==> src/rtl/mc_ctrl_pkg.sv <==
// Shared types and write-encoding helpers for the memristor array sequencer.
// Imported by the sequencer top and its row decoder.
package mc_ctrl_pkg;

    typedef enum logic [3:0] {
        S_IDLE,
        S_W_SET0,
        S_W_PUL0,
        S_W_SET1,
        S_W_PUL1,
        S_R_CLR,
        S_R_ARM,
        S_R_EVAL,
        S_RESP
    } state_e;

    typedef enum logic {
        OP_READ  = 1'b0,
        OP_WRITE = 1'b1
    } op_e;

    localparam logic IDLE_DRIVE = 1'b0;

    function automatic logic wr_cbl(input logic d);
        return ~d;
    endfunction

    // Phase 0 programs m0=d, phase 1 programs m1=~d.
    function automatic logic wr_csl(input logic phase, input logic d);
        return phase ? ~d : d;
    endfunction

endpackage

==> src/rtl/mc_row_decoder.sv <==
// Row index to one-hot word lines.
// Even rows land on CWLO, odd rows on CWLE.
module mc_row_decoder
    import mc_ctrl_pkg::*;
#(
    parameter int ROWS = 64
) (
    input  logic [$clog2(ROWS)-1:0] row_i,
    input  logic                    en_i,
    output logic [ROWS/2-1:0]       cwle_o,
    output logic [ROWS/2-1:0]       cwlo_o
);

    localparam int RW = $clog2(ROWS);

    logic [RW-2:0] pair;

    assign pair = row_i[RW-1:1];

    always_comb begin
        cwle_o = {(ROWS/2){IDLE_DRIVE}};
        cwlo_o = {(ROWS/2){IDLE_DRIVE}};
        if (en_i) begin
            if (row_i[0]) cwle_o[pair] = 1'b1;
            else          cwlo_o[pair] = 1'b1;
        end
    end

endmodule

==> src/rtl/mc_array_ctrl.sv <==
// Single-row write/read sequencer for the 64x64 complementary-memristor array.
// Array drives are flopped from the next-state decode so they align with state.
module mc_array_ctrl
    import mc_ctrl_pkg::*;
#(
    parameter int ROWS         = 64,
    parameter int COLS         = 64,
    parameter int PULSE_CYCLES = 2
) (
    input  logic                    clk,
    input  logic                    rst_n,
    input  logic                    req_valid,
    output logic                    req_ready,
    input  logic                    req_write,
    input  logic [$clog2(ROWS)-1:0] req_row,
    input  logic [COLS-1:0]         req_data,
    input  logic [COLS-1:0]         req_mask,
    output logic                    resp_valid,
    input  logic                    resp_ready,
    output logic [COLS-1:0]         resp_data,
    output logic                    resp_write,
    output logic [ROWS/2-1:0]       CWLE,
    output logic [ROWS/2-1:0]       CWLO,
    output logic [COLS-1:0]         CBLEN,
    output logic [COLS-1:0]         CBL,
    output logic [COLS-1:0]         CSL,
    output logic [COLS-1:0]         DIN,
    output logic [COLS-1:0]         DINb,
    input  logic [COLS-1:0]         DOUT
);

    localparam int RW = $clog2(ROWS);
    localparam int CW = (PULSE_CYCLES > 1) ? $clog2(PULSE_CYCLES) : 1;
    localparam logic [CW-1:0] LAST = CW'(PULSE_CYCLES - 1);
    localparam logic [COLS-1:0] IDLE_COLS = {COLS{IDLE_DRIVE}};

    state_e            state_q, state_d;
    logic [CW-1:0]     cnt_q, cnt_d;
    logic [RW-1:0]     row_q, row_d;
    logic [COLS-1:0]   data_q, data_d;
    logic [COLS-1:0]   mask_q, mask_d;
    logic              resp_valid_q, resp_valid_d;
    logic [COLS-1:0]   resp_data_q, resp_data_d;
    logic              resp_write_q, resp_write_d;
    logic [ROWS/2-1:0] cwle_q, cwle_d;
    logic [ROWS/2-1:0] cwlo_q, cwlo_d;
    logic [COLS-1:0]   cblen_q, cblen_d;
    logic [COLS-1:0]   cbl_q, cbl_d;
    logic [COLS-1:0]   csl_q, csl_d;
    logic [COLS-1:0]   din_q, din_d;
    logic [COLS-1:0]   dinb_q, dinb_d;
    logic              wl_en;
    logic              phase;
    logic              last;

    assign last = (cnt_q == LAST);

    always_comb begin
        state_d      = state_q;
        cnt_d        = cnt_q;
        row_d        = row_q;
        data_d       = data_q;
        mask_d       = mask_q;
        resp_data_d  = resp_data_q;
        resp_write_d = resp_write_q;
        unique case (state_q)
            S_IDLE: begin
                if (req_valid) begin
                    row_d        = req_row;
                    data_d       = req_data;
                    mask_d       = req_mask;
                    resp_data_d  = '0;
                    resp_write_d = req_write;
                    cnt_d        = '0;
                    state_d      = (op_e'(req_write) == OP_WRITE) ? S_W_SET0 : S_R_CLR;
                end
            end
            S_W_SET0: state_d = S_W_PUL0;
            S_W_PUL0: begin
                cnt_d = last ? '0 : cnt_q + 1'b1;
                if (last) state_d = S_W_SET1;
            end
            S_W_SET1: state_d = S_W_PUL1;
            S_W_PUL1: begin
                cnt_d = last ? '0 : cnt_q + 1'b1;
                if (last) state_d = S_RESP;
            end
            S_R_CLR: state_d = S_R_ARM;
            S_R_ARM: begin
                cnt_d = last ? '0 : cnt_q + 1'b1;
                if (last) state_d = S_R_EVAL;
            end
            S_R_EVAL: begin
                cnt_d = last ? '0 : cnt_q + 1'b1;
                if (last) begin
                    state_d     = S_RESP;
                    resp_data_d = DOUT;
                end
            end
            S_RESP: if (resp_ready) state_d = S_IDLE;
            default: state_d = S_IDLE;
        endcase
    end

    always_comb begin
        wl_en   = 1'b0;
        phase   = 1'b0;
        cblen_d = IDLE_COLS;
        cbl_d   = IDLE_COLS;
        csl_d   = IDLE_COLS;
        din_d   = IDLE_COLS;
        dinb_d  = IDLE_COLS;
        unique case (state_d)
            S_W_SET0, S_W_PUL0, S_W_SET1, S_W_PUL1: begin
                phase   = (state_d == S_W_SET1) || (state_d == S_W_PUL1);
                wl_en   = (state_d == S_W_PUL0) || (state_d == S_W_PUL1);
                cblen_d = mask_d;
                for (int i = 0; i < COLS; i++) begin
                    cbl_d[i] = wr_cbl(data_d[i]);
                    csl_d[i] = wr_csl(phase, data_d[i]);
                end
            end
            S_R_CLR: begin
                csl_d  = '1;
                dinb_d = '1;
            end
            S_R_ARM: begin
                wl_en  = 1'b1;
                csl_d  = '1;
                dinb_d = '1;
            end
            S_R_EVAL: begin
                wl_en  = 1'b1;
                dinb_d = '1;
            end
            default: ;
        endcase
    end

    assign resp_valid_d = (state_d == S_RESP);

    mc_row_decoder #(
        .ROWS(ROWS)
    ) u_row_dec (
        .row_i (row_d),
        .en_i  (wl_en),
        .cwle_o(cwle_d),
        .cwlo_o(cwlo_d)
    );

    always_ff @(posedge clk) begin
        if (!rst_n) begin
            state_q      <= S_IDLE;
            cnt_q        <= '0;
            row_q        <= '0;
            data_q       <= '0;
            mask_q       <= '0;
            resp_valid_q <= 1'b0;
            resp_data_q  <= '0;
            resp_write_q <= 1'b0;
            cwle_q       <= '0;
            cwlo_q       <= '0;
            cblen_q      <= IDLE_COLS;
            cbl_q        <= IDLE_COLS;
            csl_q        <= IDLE_COLS;
            din_q        <= IDLE_COLS;
            dinb_q       <= IDLE_COLS;
        end else begin
            state_q      <= state_d;
            cnt_q        <= cnt_d;
            row_q        <= row_d;
            data_q       <= data_d;
            mask_q       <= mask_d;
            resp_valid_q <= resp_valid_d;
            resp_data_q  <= resp_data_d;
            resp_write_q <= resp_write_d;
            cwle_q       <= cwle_d;
            cwlo_q       <= cwlo_d;
            cblen_q      <= cblen_d;
            cbl_q        <= cbl_d;
            csl_q        <= csl_d;
            din_q        <= din_d;
            dinb_q       <= dinb_d;
        end
    end

    assign req_ready  = (state_q == S_IDLE);
    assign resp_valid = resp_valid_q;
    assign resp_data  = resp_data_q;
    assign resp_write = resp_write_q;
    assign CWLE       = cwle_q;
    assign CWLO       = cwlo_q;
    assign CBLEN      = cblen_q;
    assign CBL        = cbl_q;
    assign CSL        = csl_q;
    assign DIN        = din_q;
    assign DINb       = dinb_q;

endmodule
==> config.mk <==
export PLATFORM = sky130hd
export DESIGN_NAME = mc_array_ctrl
export DESIGN_NICKNAME = d
export VERILOG_FILES = /design/src/rtl/mc_ctrl_pkg.sv /design/src/rtl/mc_row_decoder.sv /design/src/rtl/mc_array_ctrl.sv
export SDC_FILE = /design/constraint.sdc
export NUM_CORES = 1
export LEC_CHECK = 0
export ABC_AREA = 1
export BUFFER_PORTS_ARGS = -buffer_cell sky130_fd_sc_hd__buf_2
export CORE_AREA = 5 5 253 255
export DETAILED_ROUTE_END_ITERATION = 8
export DIE_AREA = 0 0 258 260
export GPL_TIMING_DRIVEN = 0
export PLACE_DENSITY = 0.59
export SYNTH_ARGS = -nofsm -noshare
export SYNTH_HDL_FRONTEND = slang
export SYNTH_SLANG_ARGS = --single-unit
==> constraint.sdc <==
create_clock -name clk -period 3.45 [get_ports clk]
set_input_delay 0.1725 -clock clk [delete_from_list [all_inputs] [get_ports clk]]
set_output_delay 0.1725 -clock clk [all_outputs]
set_load 0.02 [all_outputs]
==> results.md <==
* Post-CTS Setup Bufs at 0
* Clk sinks at 462
* Max-cap violation count at 0
* Final WS setup at 628 ps
* Startpoint Class: flop
* DR pass1 iterations at 5
* Worst r2r src: state_q[0]$_SDFF_PN0_
* Number of global-route vias before repair at 15400
* Cell area after layout at 0.0241 mm2
* Dpl ws at 517 ps
* CP max-delay cell: nor2_2
* Slew headroom at 37.6%
* WHS Endpoint: row_q[5]$_SDFF_PN0_
* Worst reg2reg path endpoint: CSL[58]$_SDFF_PN0_
* Setup CP Type: flop to flop
* Via count at 15600
* Global-route wire length before repair at 88500 um
* Routed WL at 58900 um
* Yosys reg bits at 462
* Clock Latency Late Sink at 580 ps
* Post-CTS Hold Buffers at 184
* GPL Wtd Cong at 0.822
* Die span in x at 258 um
* Vias per cell at 4.17
* Cells after Synth at 2013
* Core area at 0.0614 mm2
* NumNets Final at 3105
* Cell Area, Placed at 0.0207 mm2
* Io pins at 654
* Delay of the slowest cell on the worst path at 520 ps
* Final hold violations at 0
* Worst-path clk slew at 60 ps
* 1st-iter DRT viols at 837
* Min cycle time layout at 2820 ps
* DR DRC count at 0
* Max frequency at 354 MHz
* DP HPWL at 44500 um
* CTS max path bufs at 3
* Distinct cells, synth at 26
* Layout overhead on the synthesized area at 46.7%
* Worst hold start: req_row[5]
* Root buf cell: clkbuf_16
* Pin count of the biggest net entering global routing at 59
* Setup TNS at 0 ps
* Crit path arrival time at 3260 ps
* Final Cycle Share at 81.8%
* H-tree depth at 2
* Reg2reg setup slack at 630 ps
* # rows at 91
* Total GRT Usage at 16.7%
* Lkg Pwr at 0.0128 uW
* Layout Skew at 17.2 ps
* Post_cts resized at 0
* Register area share after synthesis at 56.2%
* Die Y at 260 um
* Slew Limit Fails at 0
* Hold WC Path Type: primary input to flop
* Synth Area per Inst at 8.18 um2
* Gr ovfl total at 0
* Die ar. at 0.0671 mm2
* WP data required at 3890 ps
* Worst slew pin tran at 936 ps
* R2r worst-path depth at 12
* Initial cell density of the core at 26.8%
* Peak fanout along the critical path at 10
* Predominant post-synthesis flop cell: dfxtp_1
* Layout cells sized above 1 at 29.9%
* CTS tree: done
* Final Setup Violations at 0
* Total CTS buffers at 50
* Cells along the critical path: nor2_1 > nand2_1 > nor2_2 > buf_2 > buf_2 > nand2_1 > o21ai_0 > inv_1 > nand3_1 > nand2_1 > nand2_1 > nand2_1
* Cell Area, Synth at 0.0165 mm2
* Post-DR wirelength/cell at 15.8 um
* DRT antenna net count at 0
* Warning count from the yosys run at 0
* Post-synth ARST share at 0%
* RSZ-0062 raised after global routing: false
* Initial antenna violation count at 5
* Post-synth EDFFs at 0
* Setup crit end kind: flop
* PD cells at 732 mW/mm2
* Top cell by count, worst path: nand2_1
* Hold Crit Depth at 5
* Run status: finished, final reports clean
* IO buf count at 589
* IR drop worst, VDD at 0.000408 V
-- power by group --
| part | switching, uW | internal (uW) | leakage (uW) | total (uW) |
|---|---|---|---|---|
| Combinational | 3930 | 1890 | 0.00826 | 5820 |
| Sequential | 259 | 6240 | 0.00378 | 6500 |
| Clock | 2150 | 3190 | 0.000806 | 5340 |
| Total | 6340 | 11300 | 0.0128 | 17700 |
-- final cells by class --
cell class	instances	area, um2
diodes	4	10.0
plain buffers	243	1490
clock buffers	76	1490
clock inverters	13	146
fillers	6260	37200
inverters	158	593
multi-input cells	1213	5360
flip-flops and latches	462	9250
well taps	790	988
repair buffers	774	4810
-- cells in the mapped netlist (3+ instances only) --
master | number | area [um2]
dfxtp_1 | 462 | 9250
nand2_1 | 444 | 1670
nor2_1 | 347 | 1300
inv_1 | 141 | 529
nand3_1 | 136 | 681
buf_4 | 129 | 968
o21ai_0 | 70 | 350
a21oi_1 | 68 | 340
mux2i_1 | 63 | 631
clkbuf_1 | 52 | 195
buf_2 | 51 | 255
inv_2 | 16 | 60.1
buf_1 | 7 | 26.3
nor2_2 | 5 | 31.3
buf_6 | 4 | 45.0
o21ai_1 | 3 | 15.0
o21ai_2 | 3 | 26.3
-- placed cells by master (no fill, tap or decap), types with 2 or more instances in the layout --
cell type,instances
nor2_1,347
inv_2,16
nor3_2,2
o21ai_2,3
a21oi_1,68
o21ai_0,70
conb_1,64
bufinv_16,3
mux2i_1,63
dlygate4sd3_1,184
nand3_1,136
clkbuf_16,53
diode_2,4
inv_1,141
o21ai_1,3
nor2_2,5
clkbuf_1,67
buf_2,640
clkbuf_8,8
nand2_2,2
nand2_1,444
nand4_1,2
buf_1,7
buf_4,129
clkinv_2,8
dfxtp_1,461
buf_6,4
-- kinds of logic after synthesis --
kind of cell	share of synthesized area [%]
compound gates	4.55
buf+inv	12.7
flops	56.2
mux	3.83
other cells	0.0228
simple gates	22.7
-- flip-flops by register name (all words and copies together) (netlist names), 4 cells and up --
register,count
CWLO,32
CWLE,32
row_q,6
resp_data,64
CBLEN,64
CSL,64
mask_q,64
data_q,64
CBL,64
state_q,4
-- per-stage QoR --
stage               total power (uW)  utilization (%)  instances  hold slack, ps
floorplan                      10300                -       2076             270
global placement               12300             33.6       3455             426
detailed placement             12300             33.7       3456             433
CTS                            17900             39.3       3729           0.663
global route                   18700             39.3       3731            31.3
finish                         17700             39.3       3733            39.9
-- critical path, delay by kind of cell (launching register included) --
family / cells / cell delay, ps
AND/OR/NAND/NOR: 8 / 1240
buffers and inverters: 3 / 950
flip-flops: 1 / 340
AO/OA/AOI/OAI: 1 / 160
-- worst max-delay path by stage --
stage                                     start                 end  slack, ps
after floorplan             DINb[62]$_SDFF_PN0_            DINb[10]       1530
after global placement    state_q[0]$_SDFF_PN0_  CSL[58]$_SDFF_PN0_        530
after detailed placement  state_q[0]$_SDFF_PN0_  CSL[58]$_SDFF_PN0_        520
after CTS                 state_q[0]$_SDFF_PN0_  CSL[58]$_SDFF_PN0_        530
after global routing      state_q[0]$_SDFF_PN0_  CSL[58]$_SDFF_PN0_        340
final                     state_q[0]$_SDFF_PN0_  CSL[58]$_SDFF_PN0_        630
-- routing by layer --
metal	track usage (%)	up-vias	part of all wire, %
met4	5.06	4	3.0
met3	5.27	110	8.3
met1	19.8	7072	41
li1	-	7809	-
met5	0	-	0.044
met2	29.0	561	48
No activity file was read; power rests on OpenSTA's default activity.
